$ cat src/rtl/sync_fifo_pkg.sv
// Shared constants and helpers for the single-clock FIFO.
// Read-mode strings, default thresholds and pointer/depth sizing.
package sync_fifo_pkg;

    localparam string FIFO_MODE_FWFT = "TRUE";
    localparam string FIFO_MODE_REG  = "FALSE";

    localparam int DEFAULT_ADDRSIZE      = 4;
    localparam int DEFAULT_AEMPTY_THRESH = 1;

    // One extra pointer bit distinguishes full from empty when addresses match.
    function automatic int ptr_bits(input int addrsize);
        return addrsize + 1;
    endfunction

    function automatic int fifo_depth(input int addrsize);
        return 1 << addrsize;
    endfunction

    function automatic int default_afull_thresh(input int addrsize);
        return (1 << addrsize) - 1;
    endfunction

endpackage

$ cat src/rtl/sync_fifo_mem.sv
// Storage array for sync_fifo: one write port and a read port that is either
// combinational (fall-through) or registered with a read enable.
module sync_fifo_mem
    import sync_fifo_pkg::*;
#(
    parameter int DATASIZE = 8,
    parameter int ADDRSIZE = DEFAULT_ADDRSIZE,
    parameter bit FWFT     = 1'b1
) (
    input  logic                clk,
    input  logic                rst_n,
    input  logic                we_i,
    input  logic [ADDRSIZE-1:0] waddr_i,
    input  logic [DATASIZE-1:0] wdata_i,
    input  logic                re_i,
    input  logic [ADDRSIZE-1:0] raddr_i,
    output logic [DATASIZE-1:0] rdata_o
);

    localparam int DEPTH = fifo_depth(ADDRSIZE);

    // Contents are deliberately not reset; only pointers define validity.
    logic [DATASIZE-1:0] mem_q [DEPTH];

    always_ff @(posedge clk) begin
        if (we_i) begin
            mem_q[waddr_i] <= wdata_i;
        end
    end

    generate
        if (FWFT) begin : g_fwft
            logic unused_regport;
            assign unused_regport = rst_n ^ re_i;
            assign rdata_o        = mem_q[raddr_i];
        end else begin : g_reg
            logic [DATASIZE-1:0] rdata_q;
            always_ff @(posedge clk or negedge rst_n) begin
                if (!rst_n) begin
                    rdata_q <= '0;
                end else if (re_i) begin
                    rdata_q <= mem_q[raddr_i];
                end
            end
            assign rdata_o = rdata_q;
        end
    endgenerate

endmodule

$ cat src/rtl/sync_fifo.sv
// Single-clock FIFO with occupancy count, thresholds, flush and selectable read mode.
// Define SYNC_FIFO_ERR_EN to build the sticky overflow/underflow registers.
module sync_fifo
    import sync_fifo_pkg::*;
#(
    parameter int    DATASIZE      = 8,
    parameter int    ADDRSIZE      = DEFAULT_ADDRSIZE,
    parameter string FALLTHROUGH   = FIFO_MODE_FWFT,
    parameter int    AFULL_THRESH  = default_afull_thresh(ADDRSIZE),
    parameter int    AEMPTY_THRESH = DEFAULT_AEMPTY_THRESH
) (
    input  logic                clk,
    input  logic                rst_n,
    input  logic                flush,
    input  logic                wr_en,
    input  logic [DATASIZE-1:0] wdata,
    input  logic                rd_en,
    output logic [DATASIZE-1:0] rdata,
    output logic                full,
    output logic                empty,
    output logic                almost_full,
    output logic                almost_empty,
    output logic [ADDRSIZE:0]   count,
    output logic                overflow,
    output logic                underflow
);

    localparam int PW = ptr_bits(ADDRSIZE);
    localparam bit IS_FWFT = (FALLTHROUGH == FIFO_MODE_FWFT);
    localparam logic [PW-1:0] PTR_ONE  = {{ADDRSIZE{1'b0}}, 1'b1};
    localparam logic [PW-1:0] AFULL_C  = PW'(AFULL_THRESH);
    localparam logic [PW-1:0] AEMPTY_C = PW'(AEMPTY_THRESH);

    logic [PW-1:0] wptr_q, wptr_d;
    logic [PW-1:0] rptr_q, rptr_d;
    logic [PW-1:0] count_q, count_d;
    logic          wrAccept;
    logic          rdAccept;

    assign full  = (wptr_q[ADDRSIZE-1:0] == rptr_q[ADDRSIZE-1:0]) &&
                   (wptr_q[ADDRSIZE] != rptr_q[ADDRSIZE]);
    assign empty = (wptr_q == rptr_q);

    assign wrAccept = wr_en && !full;
    assign rdAccept = rd_en && !empty;

    assign count        = count_q;
    assign almost_full  = (count_q >= AFULL_C);
    assign almost_empty = (count_q <= AEMPTY_C);

    // Flush wins over any write or read presented in the same cycle.
    always_comb begin
        wptr_d  = wptr_q;
        rptr_d  = rptr_q;
        count_d = count_q;
        if (flush) begin
            wptr_d  = '0;
            rptr_d  = '0;
            count_d = '0;
        end else begin
            if (wrAccept) wptr_d = wptr_q + PTR_ONE;
            if (rdAccept) rptr_d = rptr_q + PTR_ONE;
            if (wrAccept && !rdAccept) begin
                count_d = count_q + PTR_ONE;
            end else if (rdAccept && !wrAccept) begin
                count_d = count_q - PTR_ONE;
            end
        end
    end

    always_ff @(posedge clk or negedge rst_n) begin
        if (!rst_n) begin
            wptr_q  <= '0;
            rptr_q  <= '0;
            count_q <= '0;
        end else begin
            wptr_q  <= wptr_d;
            rptr_q  <= rptr_d;
            count_q <= count_d;
        end
    end

    sync_fifo_mem #(
        .DATASIZE (DATASIZE),
        .ADDRSIZE (ADDRSIZE),
        .FWFT     (IS_FWFT)
    ) u_mem (
        .clk      (clk),
        .rst_n    (rst_n),
        .we_i     (wrAccept && !flush),
        .waddr_i  (wptr_q[ADDRSIZE-1:0]),
        .wdata_i  (wdata),
        .re_i     (rdAccept && !flush),
        .raddr_i  (rptr_q[ADDRSIZE-1:0]),
        .rdata_o  (rdata)
    );

`ifdef SYNC_FIFO_ERR_EN
    logic overflow_q;
    logic underflow_q;

    always_ff @(posedge clk or negedge rst_n) begin
        if (!rst_n) begin
            overflow_q  <= 1'b0;
            underflow_q <= 1'b0;
        end else if (flush) begin
            overflow_q  <= 1'b0;
            underflow_q <= 1'b0;
        end else begin
            if (wr_en && full)  overflow_q  <= 1'b1;
            if (rd_en && empty) underflow_q <= 1'b1;
        end
    end

    assign overflow  = overflow_q;
    assign underflow = underflow_q;
`else
    assign overflow  = 1'b0;
    assign underflow = 1'b0;
`endif

endmodule
$ cat config.mk
export PLATFORM = sky130hd
export DESIGN_NAME = sync_fifo
export DESIGN_NICKNAME = d
export VERILOG_FILES = /design/src/rtl/sync_fifo_pkg.sv /design/src/rtl/sync_fifo_mem.sv /design/src/rtl/sync_fifo.sv
export SDC_FILE = /design/constraint.sdc
export NUM_CORES = 1
export LEC_CHECK = 0
export ABC_AREA = 1
export CAP_MARGIN = 25
export CELL_PAD_IN_SITES_DETAIL_PLACEMENT = 1
export CELL_PAD_IN_SITES_GLOBAL_PLACEMENT = 2
export CORE_ASPECT_RATIO = 0.7
export CORE_UTILIZATION = 39
export DETAILED_ROUTE_END_ITERATION = 10
export PLACE_DENSITY_LB_ADDON = 0.15
export SLEW_MARGIN = 5
export SYNTH_ARGS = -nofsm -noshare
export SYNTH_HDL_FRONTEND = slang
export SYNTH_HIERARCHICAL = 1
export SYNTH_SLANG_ARGS = --single-unit
$ cat constraint.sdc
create_clock -name clk -period 2.48 [get_ports clk]
set_clock_uncertainty 0.1 [all_clocks]
set_input_delay 0.496 -clock clk [delete_from_list [all_inputs] [get_ports clk]]
set_output_delay 0.496 -clock clk [all_outputs]
set_load 0.05 [all_outputs]
Word-level counts from Yosys, hierarchy flattened
Memory sizes are Yosys's and may differ from the RTL's.
Cells that the tools add are included.
Cells by class
  add/subtract/negate cells: 4
  order comparisons: 2
  equality and inequality tests: 3
  mux-type cells: 9
  reduce and logical (&&, ||, !) cells: 14
Operators by type and width (count)
  $mux W5: 7
  $add A5 B1 Y5 const B: 3
  $logic_and A1 B1 Y1: 6
  $eq A5 B5 Y1: 1
  $ge A5 B4 Y1 const B: 1
  $le A5 B1 Y1 const B: 1
  $logic_not A1 Y1: 5
  $sub A5 B1 Y5 const B: 1
  $eq A4 B4 Y1: 1
  $reduce_bool A2 Y1: 2
  $reduce_bool A3 Y1: 1
  $mux W1: 2
  $ne A1 B1 Y1: 1
Storage, ports and cells
  register bits after elaboration: 15
  memory bits (writable): 128
  output and inout port bits: 19
  word-level logic and storage cells: 36
  memories: 1
Memories
  u_mem.mem_q: words 16, bits a word 8, rd ports 1, clocked after memory_dff 0, write ports 1, line sync_fifo_mem.sv:23  | logic [DATASIZE-1:0] mem_q [DEPTH];

Longest topological paths before layout
  depth after elaboration: 9
  depth in mapped cells: 12

Hierarchy
Netlist, hierarchy kept.
By module, submodules not included
  sync_fifo_mem: instances 1, cells each 543, area an instance 5606.6 um^2
  sync_fifo: instances 1, cells each 147, area an instance 1154.9 um^2

Worst setup path after synthesis
Ideal clock, no wire load.
  kind: reg-to-output
  start: register count_q[0], in the netlist count[0]
  end: output port almost_empty
  data arrival time: 2414 ps
  required time: 1884 ps
  setup slack: -530 ps
  stages on the path, launching flop included: 4
  buffers on the path: 0
  cells stage by stage: dfrtp_1 ha_1 a21oi_1 nor4_1
On the way
  longest elaborated chain between the ends: 1
RTL lines
  start, declared: line sync_fifo.sv:36  | logic [PW-1:0] count_q, count_d;
  start signal, assigned: line sync_fifo.sv:79  | count_q <= count_d;
  $le A5 B1 Y1: line sync_fifo.sv:49  | assign almost_empty = (count_q <= AEMPTY_C);
  end, declared: line sync_fifo.sv:22  | output logic almost_empty,
No other way between the ends.

Final worst setup path
  start: register rptr_q[0]
  end: output port rdata[7]
On the way
  longest elaborated chain between the ends: 1
RTL lines
  start, declared: line sync_fifo.sv:35  | logic [PW-1:0] rptr_q, rptr_d;
  start signal, assigned: line sync_fifo.sv:78  | rptr_q <= rptr_d;
  $mem_v2 Z16 W8
  end, declared: line sync_fifo.sv:18  | output logic [DATASIZE-1:0] rdata,
No other way between the ends.

==> flow_summary_export.csv <==
group,metric,value,unit
logic_synthesis,ys_ff_latch,143,
setup_path,r2r_start,"rptr_q[0]",
logic_synthesis,syn_area,6760,um^2
clock_tree,clk_pin_slew,0.06,ns
logic_synthesis,synth_seq_area_share,62.4,%
timing,finalCriticalPeriod,2.49,ns
grt,grt_max_degree,49,
clock_tree,h-tree-depth,4,
logic_synthesis,syn_inst,690,
die,start_util,40.6,%
die,die-width,159,um
logic_synthesis,async_flop_share,10.5,%
logic_synthesis,ys.flop_type,"edfxtp_1",
setup_path,crit_start,"rptr_q[0]",
placed_design,dp_hpwl,13100,um
die,num_rows,39,
logic_synthesis,synth_edf_count,128,
power_and_ir_drop,p_per_area,794,nW/um^2
setup_path,crit_path_top_delay_cell,"dfrtp_2",
grt,grt_pass1_wl,30500,um
setup_path,end_kind,"output port",
setup_path,worstSetupStartpointType,"flip-flop",
die,core_area,16600,um^2
setup_path,slowest_delay,0.44,ns
grt,grt_pass1_vias,5117,
cells_and_area,fin_nets,786,
outcome,status,"finished, violations left",
drt,vias,5002,
grt,grtUsageTotal,23.5,%
timing,fmax,401,MHz
grt,antenna_found_initial,0,
placed_design,io_buffer_count,29,
job,cap_viol_max_count,0,
setup_path,crit_path_frequent_cell,"nand3_1",
timing,finalSetupViolations,1,
grt,overflow,0,
timing,setup-tns-final,-0.0110,ns
setup_path,cp_max_fo,7,
setup_path,crit_arrival,1.90,ns
logic_synthesis,yosysWarnings,6,
timing,min_period_over_period,100,%
clock_tree,cts_buffer_depth,2,
cells_and_area,final_layout_size_suffix_gt1_share,26.4,%
die,num_io_pins,32,
clock_tree,cts_buffers,17,
setup_path,crit_chain,"clkinv_4 > buf_12 > buf_16 > nand2_1 > nand3_1 > nand3_1 > nand3_1 > nand2_2 > buf_8",
logic_synthesis,synth_area_per_cell,9.80,um^2
timing,slew_viol_final,0,
power_and_ir_drop,power_leakage,3.86,nW
timing,hold_viol,0,
drt,wire_per_inst,20.0,um
drt,drt_iter0_drc,441,
die,die_height,112,um
clock_tree,insertion_delay,0.42,ns
drt,vias_per_cell,4.98,
logic_synthesis,synth.distinct_cells,34,
placed_design,globalplace.congestion,0.819,
drt,drc,0,
timing,worst_pin_slew,0.500,ns
min_path,worstHoldPathType,"primary input to async pin",
clock_tree,cts_num_sinks,143,
timing,whs,0.296,ns
timing,relSlewSlack,66.6,%
setup_path,worst_ep_required_time,1.88,ns
outcome,violations,"setup timing",
clock_tree,cts_tree,"yes",
timing,setup_slack,-0.0110,ns
setup_path,cp.buffers_inverters,4,
clock_tree,cts_root_buffer,"clkbuf_16",
cells_and_area,area_delta_synth_final,31.6,%
cells_and_area,n_antenna_cell,0,
drt,firstDrtPassIters,5,
timing,rsz0062_at_grt,"true",
setup_path,cp_top_family,"buffers and inverters",
setup_path,path_class,"flip-flop to output port",
drt,wirelength,20100,um
die,die_area,17900,um^2
drt,ant_nets,0,
power_and_ir_drop,peakVddDrop,0.496,mV
-- state kept, by name, summed over array words and instances (netlist names) --
name and cells:
count 5, rptr_q 5, u_mem/mem_q 128, wptr_q 5
-- per-layer routing --
metal / GRT usage [%] / routed length [um] / vias to the layer above
li1: - / - / 2373
met1: 34.1 / 9760 / 2499
met2: 36.5 / 9060 / 110
met3: 3.99 / 927 / 20
met4: 6.60 / 365 / 0
met5: 0 / 0 / -
-- per-stage QoR --
stage          setup WS, ns  cells  power, mW  instance area [um^2]  util (%)
3_5_place_dp         0.0674    957       4.17                  7510      45.2
2_1_floorplan        0.0583    691       3.70                  6770         -
6_report            -0.0110   1005       7.07                  8900      53.5
3_3_place_gp         0.0990    957       4.14                  7510      45.2
4_1_cts            -0.00782   1002       6.99                  8520      51.2
5_1_grt             -0.0853   1005       7.32                  8900      53.5
-- cell type report --
type / instances / area [um^2]
fillers: 1781 / 7740
flip-flops and latches: 143 / 4220
multi-input cells: 396 / 2270
repair buffers: 86 / 1040
inverters: 123 / 487
clock buffers: 19 / 433
well taps: 225 / 282
clock inverters: 13 / 164
-- cells by family after synthesis --
family / count (synthesis) / share of synthesized area, %
compound gates: 16 / 1.28
xor+xnor: 8 / 1.15
fa+ha+maj: 6 / 1.11
buf+inv: 152 / 9.79
flops: 143 / 62.4
other cells: 1 / 0.0555
simple gates: 364 / 24.2
-- cells in the final DEF, fill, tap and decap left out, types with 4 or more instances in the layout --
cell             count
nand2_1            187
o21ai_0              7
clkinvlp_4           4
nand2_2             25
buf_16               6
a21oi_1              5
ha_1                 6
nand3_2             49
dfrtp_1             12
nand3_1             57
inv_6                5
buf_4               39
xor2_1               7
clkbuf_16           18
nand2_4              7
inv_1              114
buf_6                4
clkdlybuf4s50_1     17
buf_12              11
buf_8                8
edfxtp_1           128
nor2_1              21
-- synthesized netlist by cell type, types with 5 or more instances --
library cell / instances / share of area [%]
dfrtp_1: 15 / 5.6
nand2_1: 216 / 12
nand3_1: 108 / 8.0
edfxtp_1: 128 / 57
xor2_1: 7 / 0.91
o21ai_0: 8 / 0.59
buf_6: 6 / 1.0
buf_2: 14 / 1.0
a21oi_1: 5 / 0.37
ha_1: 6 / 1.1
buf_4: 6 / 0.67
nor2_1: 22 / 1.2
inv_1: 118 / 6.6
-- final timing paths --
| path | endpoint | slack [ns] | cells past startpoint |
|---|---|---|---|
| max in group asynchronous | count[1] | 1.77 | 2 |
| min in group clk | count[1] | 0.47 | 2 |
| hold / removal | rptr_q[1] | 0.30 | 2 |
| setup reg to reg | u_mem/mem_q[4][3] | 0.16 | 13 |
| setup / recovery | rdata[7] | -0.01 | 9 |
| hold reg to reg | count[1] | 0.47 | 2 |
-- repair_timing --
action | in CTS | in global routing
setup endpoints to repair | 8 | 41
buffers inserted | 7 | 2
hold buffers | 0 | 0
pin swaps | 5 | 35
gates cloned | 6 | 1
gates resized for setup | 48 | 83
-- report_power, final --
| part | internal, mW | switching [mW] | total, mW |
|---|---|---|---|
| logic | 0.663 | 1.07 | 1.73 |
| clock network | 1.59 | 1.01 | 2.60 |
| registers | 2.67 | 0.0637 | 2.74 |
No activity file was read; power rests on OpenSTA's default activity.
